$ cat src/rtl/sc_proc_pkg.sv
// Shared types and constants for the single-cycle processor fetch path.
// Next-PC select encodings, fetch FSM state type, default reset PC.
package sc_proc_pkg;

    localparam logic [1:0] PCSEL_4      = 2'b00;
    localparam logic [1:0] PCSEL_4IMM   = 2'b01;
    localparam logic [1:0] PCSEL_RS1IMM = 2'b10;

    localparam logic [31:0] DEFAULT_RESET_PC = 32'h0000_0000;

    typedef enum logic [1:0] {
        StIdle,
        StFetch,
        StExec,
        StHalt
    } fetch_state_e;

    // Word offset: sign-extended immediate scaled by 4.
    function automatic logic [31:0] imm_offset(input logic [15:0] imm);
        return {{14{imm[15]}}, imm, 2'b00};
    endfunction

endpackage

$ cat src/rtl/sc_next_pc.sv
// Combinational next-PC selector: PC+4, PC+4+imm*4 or RS1+imm*4, all modulo 2^32.
module sc_next_pc
    import sc_proc_pkg::*;
(
    input  logic [31:0] pc,
    input  logic [1:0]  pcSel,
    input  logic [15:0] imm,
    input  logic [31:0] rs1Val,
    output logic [31:0] nextPc
);

    logic [31:0] pc_plus4;
    logic [31:0] offs;

    always_comb begin
        pc_plus4 = pc + 32'd4;
        offs     = imm_offset(imm);
        case (pcSel)
            PCSEL_4IMM:   nextPc = pc_plus4 + offs;
            PCSEL_RS1IMM: nextPc = rs1Val + offs;
            default:      nextPc = pc_plus4;  // 2'b11 falls back to sequential
        endcase
    end

endmodule

$ cat src/rtl/sc_fetch_unit.sv
// Instruction fetch stage: PC register, variable-latency imem handshake, one-word hold for execute.
// Optional fetch timeout with sticky fetchErr and HALT state: define SC_FETCH_TIMEOUT_EN.
module sc_fetch_unit
    import sc_proc_pkg::*;
#(
    parameter logic [31:0] RESET_PC    = DEFAULT_RESET_PC,
    parameter int unsigned TIMEOUT_CYC = 16
) (
    input  logic        clk,
    input  logic        reset,
    input  logic [1:0]  pcSel,
    input  logic [15:0] imm,
    input  logic [31:0] rs1Val,
    input  logic        stall,
    output logic        imemReq,
    output logic [31:0] imemAddr,
    input  logic [31:0] imemRdata,
    input  logic        imemAck,
    output logic [31:0] instruction,
    output logic        instrValid,
    output logic [31:0] pc,
    output logic [31:0] pcPlus4,
    output logic        fetchErr
);

    fetch_state_e state_q, state_d;
    logic [31:0]  pc_q, pc_d;
    logic [31:0]  instr_q, instr_d;
    logic [31:0]  next_pc;

`ifdef SC_FETCH_TIMEOUT_EN
    localparam int unsigned CntW = $clog2(TIMEOUT_CYC + 1);
    localparam logic [CntW-1:0] WaitLast = CntW'(TIMEOUT_CYC - 1);
    logic [CntW-1:0] wait_q, wait_d;
    logic            err_q, err_d;
`else
    logic unused_timeout;
    assign unused_timeout = ^TIMEOUT_CYC;
`endif

    sc_next_pc u_next_pc (
        .pc     (pc_q),
        .pcSel  (pcSel),
        .imm    (imm),
        .rs1Val (rs1Val),
        .nextPc (next_pc)
    );

    always_comb begin
        state_d    = state_q;
        pc_d       = pc_q;
        instr_d    = instr_q;
        imemReq    = 1'b0;
        instrValid = 1'b0;
`ifdef SC_FETCH_TIMEOUT_EN
        wait_d     = '0;  // any state other than FETCH rearms the counter
        err_d      = err_q;
`endif
        case (state_q)
            StIdle: state_d = StFetch;
            StFetch: begin
                imemReq = 1'b1;
                if (imemAck) begin
                    instr_d = imemRdata;
                    state_d = StExec;
                end
`ifdef SC_FETCH_TIMEOUT_EN
                else if (wait_q == WaitLast) begin
                    err_d   = 1'b1;
                    state_d = StHalt;
                end else begin
                    wait_d = wait_q + 1'b1;
                end
`endif
            end
            StExec: begin
                instrValid = 1'b1;
                if (!stall) begin
                    pc_d    = {next_pc[31:2], 2'b00};
                    state_d = StFetch;
                end
            end
            StHalt: state_d = StHalt;
            default: state_d = StIdle;
        endcase
    end

    always_ff @(posedge clk or posedge reset) begin
        if (reset) begin
            state_q <= StIdle;
            pc_q    <= RESET_PC;
            instr_q <= '0;
        end else begin
            state_q <= state_d;
            pc_q    <= pc_d;
            instr_q <= instr_d;
        end
    end

`ifdef SC_FETCH_TIMEOUT_EN
    always_ff @(posedge clk or posedge reset) begin
        if (reset) begin
            wait_q <= '0;
            err_q  <= 1'b0;
        end else begin
            wait_q <= wait_d;
            err_q  <= err_d;
        end
    end
    assign fetchErr = err_q;
`else
    assign fetchErr = 1'b0;
`endif

    assign imemAddr    = pc_q;
    assign pc          = pc_q;
    assign pcPlus4     = pc_q + 32'd4;
    assign instruction = instr_q;

endmodule

$ cat config.mk
export PLATFORM = sky130hd
export DESIGN_NAME = sc_fetch_unit
export DESIGN_NICKNAME = d
export VERILOG_FILES = /design/src/rtl/sc_proc_pkg.sv /design/src/rtl/sc_next_pc.sv /design/src/rtl/sc_fetch_unit.sv
export SDC_FILE = /design/constraint.sdc
export NUM_CORES = 1
export LEC_CHECK = 0
export ABC_AREA = 0
export BUFFER_PORTS_ARGS = -buffer_cell sky130_fd_sc_hd__buf_4
export CAP_MARGIN = 20
export CORE_MARGIN = 2
export CORE_UTILIZATION = 35
export CTS_BUF_LIST = sky130_fd_sc_hd__clkbuf_8
export CTS_CLUSTER_SIZE = 14
export DETAILED_ROUTE_END_ITERATION = 10
export GPL_TIMING_DRIVEN = 0
export PLACE_DENSITY_LB_ADDON = 0.12
export SLEW_MARGIN = 20
export SYNTH_ARGS = -nofsm -noshare
export SYNTH_HDL_FRONTEND = slang
export SYNTH_HIERARCHICAL = 1
export SYNTH_SLANG_ARGS = --single-unit
$ cat constraint.sdc
create_clock -name clk -period 5.05 [get_ports clk]
set_input_delay 0.505 -clock clk [delete_from_list [all_inputs] [get_ports clk]]
set_output_delay 0.505 -clock clk [all_outputs]
set_load 0.01 [all_outputs]
**Word-level counts from Yosys, hierarchy flattened**

Index checks and enable logic that the tools add are counted.
W data, S select, Z words.

- Bits in registers: 64
- Bits in latches: 0
- RAM bits: 0
- Bits in read-only memories: 0
- Input port bits: 86
- Logic and storage cells: 24
- Memories: 0

- Add/subtract/negate cells: 3
- Multipliers: 0
- Divide/modulo/power cells: 0
- $lt $le $gt $ge: 0
- Equal/unequal tests: 7
- Shift-type cells: 0
- Mux-type cells: 6
- Bitwise operators: 1
- Reductions and logical operators: 4

Operators with widths:

| kind | count |
|---|---|
| $add A32 B32 Y32 | 2 |
| $pmux W32 S2 | 1 |
| $add A32 B3 Y32 const B | 1 |
| $pmux W2 S4 | 1 |
| $eq A2 B2 Y1 const B | 3 |
| $reduce_and A2 Y1 | 3 |
| $eq A2 B1 Y1 const B | 2 |
| $mux W2 | 2 |
| $ne A2 B2 Y1 const B | 2 |
| $logic_not A2 Y1 | 1 |
| $mux W1 | 2 |
| $not A1 Y1 | 1 |

**Longest topological paths before layout**

- Depth in word-level cells: 3
- Gate-level depth with buffers: 19
- Mapped depth without buffers: 17

**Cells and area by module**

The synthesis kept the hierarchy.

Modules (own cells, without submodules):

| module | times used | cells each | area an instance (µm²) |
|---|---|---|---|
| sc_fetch_unit | 1 | 272 | 3255.6 |
| sc_next_pc | 1 | 430 | 3011.6 |

**Worst setup path after synthesis**

No wires, ideal clock.

- Path type: register to register
- From: register pc_q[2], in the netlist imemAddr[2]
- To: register pc_q[30], in the netlist imemAddr[30]
- Arrival: 4.090 ns
- Slack: 0.829 ns
- Cell stages (with the launch flop): 18
- Cell sequence: dfrtp_1 > ha_1 > inv_1 > or4_1 > buf_2 > or3_4 > nor2_1 > xor2_1 > mux2_2 > ha_1 > clkbuf_1 > and4_1 > nand4_1 > a2111oi_0 > o21ai_0 > a32o_1 > nand2_1 > o21ai_0

- Longest elaborated chain between the ends: 3

Ends and longest elaborated chain:

| element | line | RTL |
|---|---|---|
| from (decl) | sc_fetch_unit.sv:27 | `logic [31:0] pc_q, pc_d;` |
| from (signal assigned) | sc_fetch_unit.sv:95 | `pc_q <= pc_d;` |
| $add A32 B3 Y32 (*) | sc_next_pc.sv:16 | `pc_plus4 = pc + 32'd4;` |
| $add A32 B32 Y32 | sc_next_pc.sv:19 | `PCSEL_4IMM: nextPc = pc_plus4 + offs;` |
| $pmux W32 S2 (*) | sc_next_pc.sv:18 | `case (pcSel)` |
| via next_pc[30] | sc_fetch_unit.sv:29 | `logic [31:0] next_pc;` |

The timed path passes the listed nets; every way through them passes the cells marked *.
A chain may end at the register's enable or synchronous reset.

**Final worst setup path**

- From: register pc_q[3], in the netlist imemAddr[3]
- To: register pc_q[30], in the netlist imemAddr[30]

The elaborated chain is that of the path after synthesis.

==> impl_metrics.tcl <==
set metrics [dict create \
    drc 0 \
    maxUsedRoutingLayer "met4" \
    numCtsBuffers 9 \
    grt_pass1_vias 5651 \
    cp-end-kind "register" \
    initial_core_util_pct 35.9 \
    setup_viol 0 \
    clock_path_buffers 2 \
    max_slew_margin_pct 40.5 \
    initialDrtViolationCount 287 \
    p_comb_share_pct 58.9 \
    post-route-period-util_pct 92.4 \
    nets 1048 \
    status "finished clean" \
    cts_sinks 64 \
    cp-start-kind "register" \
    cp.required_ps 5260 \
    p_per_area_nw_per_um2 436 \
    worstMarginPinSlew_ps 889 \
    vias_per_cell 5.15 \
    postCtsSetupRepairBufs 0 \
    met2WireLength_microns 9760 \
    hold_viol 0 \
    syn_avg_cell_area_sq_um 8.94 \
    place_area_sq_um 8120 \
    grt_pass1_wl_microns 30300 \
    cts-resized-gates 0 \
    hpwl_microns 16100 \
    grt_max_degree 37 \
    power_frac_clock_pct 13.6 \
    crit_fanout 10 \
    seqPwrFrac_pct 27.5 \
    setup_tns_ps 0 \
    io_pins 217 \
    area_delta_synth_final_pct 33.7 \
    core_area_sq_um 17400 \
    criticalPathCategory "register to register" \
    die_area_sq_um 18900 \
    rsz0062_at_grt "false" \
    final_layout_size_suffix_gt1_share_pct 40.1 \
    crit_start "imemAddr[3]" \
    rows 48 \
    clk_latency_ps 340 \
    root_buffer "clkbuf_8" \
    cpMaxStageDelayCell "dfrtp_1" \
    ant_nets 0 \
    p_leak_uw 0.00402 \
    fin_area_sq_um 8340 \
    syn_inst 698 \
    cts_hold_buffers 0 \
    grt_util_all_layers_pct 20.9 \
    ir_drop_v 0.000268 \
    htree_num_levels 3 \
    clk_pin_slew_ps 70 \
    critical_path_arrival_ps 4880 \
    path_cells "ha_1 > inv_1 > or4_1 > buf_2 > or3_4 > nor2_1 > xor2_1 > mux2_2 > ha_1 > and4_1 > nand4_1 > a2111oi_1 > o21ai_0 > a32o_1 > nand2_1 > o21ai_0" \
    drv_slew 0 \
    first_pass_iters 6 \
    overflow 0 \
    synth_area_sq_um 6240 \
    wl_met1_microns 8690 \
    nFillCells 1770 \
    hold_path_class "input port to asynchronous set/reset pin" \
    portBuffers 207 \
    hold_ws_ps 152 \
    internal-power_uw 2110 \
    skew_ps 9.03 \
    critPathMaxStageDelay_ps 540 \
    gp_congestion 0.844 \
    fmax_mhz 214 \
    fp.dieH_microns 137 \
    cap_violations 0 \
    vias 5928 \
    fp.dieW_microns 137 \
    switching_share_pct 42.0 \
    antenna_found_initial 0 \
    period_needed_ps 4660 \
    diodes 0 \
    yosysWarningCount 6 \
    reg2reg_from "imemAddr[3]" \
    cts_tree "yes" \
    met3_wirelength_microns 1150 \
    wire_per_inst_microns 17.4 \
    switchingPower_uw 1520 \
    routed_wl_microns 20000 \
]
## metal layers
metal	global-route usage, %	up-vias
li1	-	2912
met1	27.8	2820
met2	34.7	173
met3	3.83	23
met4	5.44	0
met5	0	-
## stage by stage
step                      util [%]  power [uW]  cells  setup WS, ps
after floorplan                  -        2180    704           829
after global placement        46.6        3150   1136          81.1
after detailed placement      46.8        3160   1137           112
after CTS                     48.0        3670   1152          70.8
after global routing          48.0        3900   1151          65.4
final                         48.0        3630   1151           385
## cell usage in the layout (no fill, tap or decap), drive strengths merged, types with 5 or more instances in the layout
master and instances:
clkbuf 33, nor4 6, or3 5, a21o 14, a211oi 5, ha 39
nor3 9, nor2b 7, o21ai 45, mux2 84, xor2 36, nand4 19
nand2 69, conb 7, dfrtp 64, nor2 34, inv 24, a21oi 30
a21boi 5, xnor2 39, and2 5, and3 7, o2111ai 5, nand3 26
buf 250, and4 7
## area by class of cell
cell class	count	area, sq um	share of cell area [%]
buffer	64	408	4.89
clock buffer	11	151	1.82
clock inverter	4	68.8	0.825
inverter	23	88.8	1.07
multi-input combinational	552	4160	49.9
sequential	64	1600	19.2
tap	225	282	3.38
timing repair buffer	208	1570	18.9
## path summary, 6_finish.rpt
path,endpoint,slack [ps],cells past startpoint
min in group clk,state_q[0],360,2
setup / recovery,imemAddr[30],390,16
hold / removal,instruction[10],150,2
max in group asynchronous,imemAddr[2],4360,3
hold reg to reg,instruction[10],510,1
setup reg to reg,imemAddr[30],390,16
## registers in the layout (all words and copies together) (netlist names)
| name | cells |
|---|---|
| state_q | 2 |
| imemAddr | 30 |
| instruction | 32 |
## power by group through the flow
stage / combinational [uW] / sequential (uW) / clock, uW
floorplan: 1160 / 1020 / 0
global placement: 2140 / 1010 / 0
detailed placement: 2150 / 1010 / 0
CTS: 2160 / 1000 / 509
global route: 2330 / 1040 / 531
finish: 2140 / 1000 / 493
## worst max-delay path: cells and delay by family, from the launching register on
kind | cells | cell delay (ps)
AOI/OAI and AO/OA | 4 | 980
xor gates and xnor gates | 1 | 90
adders and majority gates | 2 | 760
buffers and inverters | 2 | 250
DFF | 1 | 540
muxes | 1 | 280
and+or+nand+nor | 6 | 1630
No activity file was read; power rests on OpenSTA's default activity.
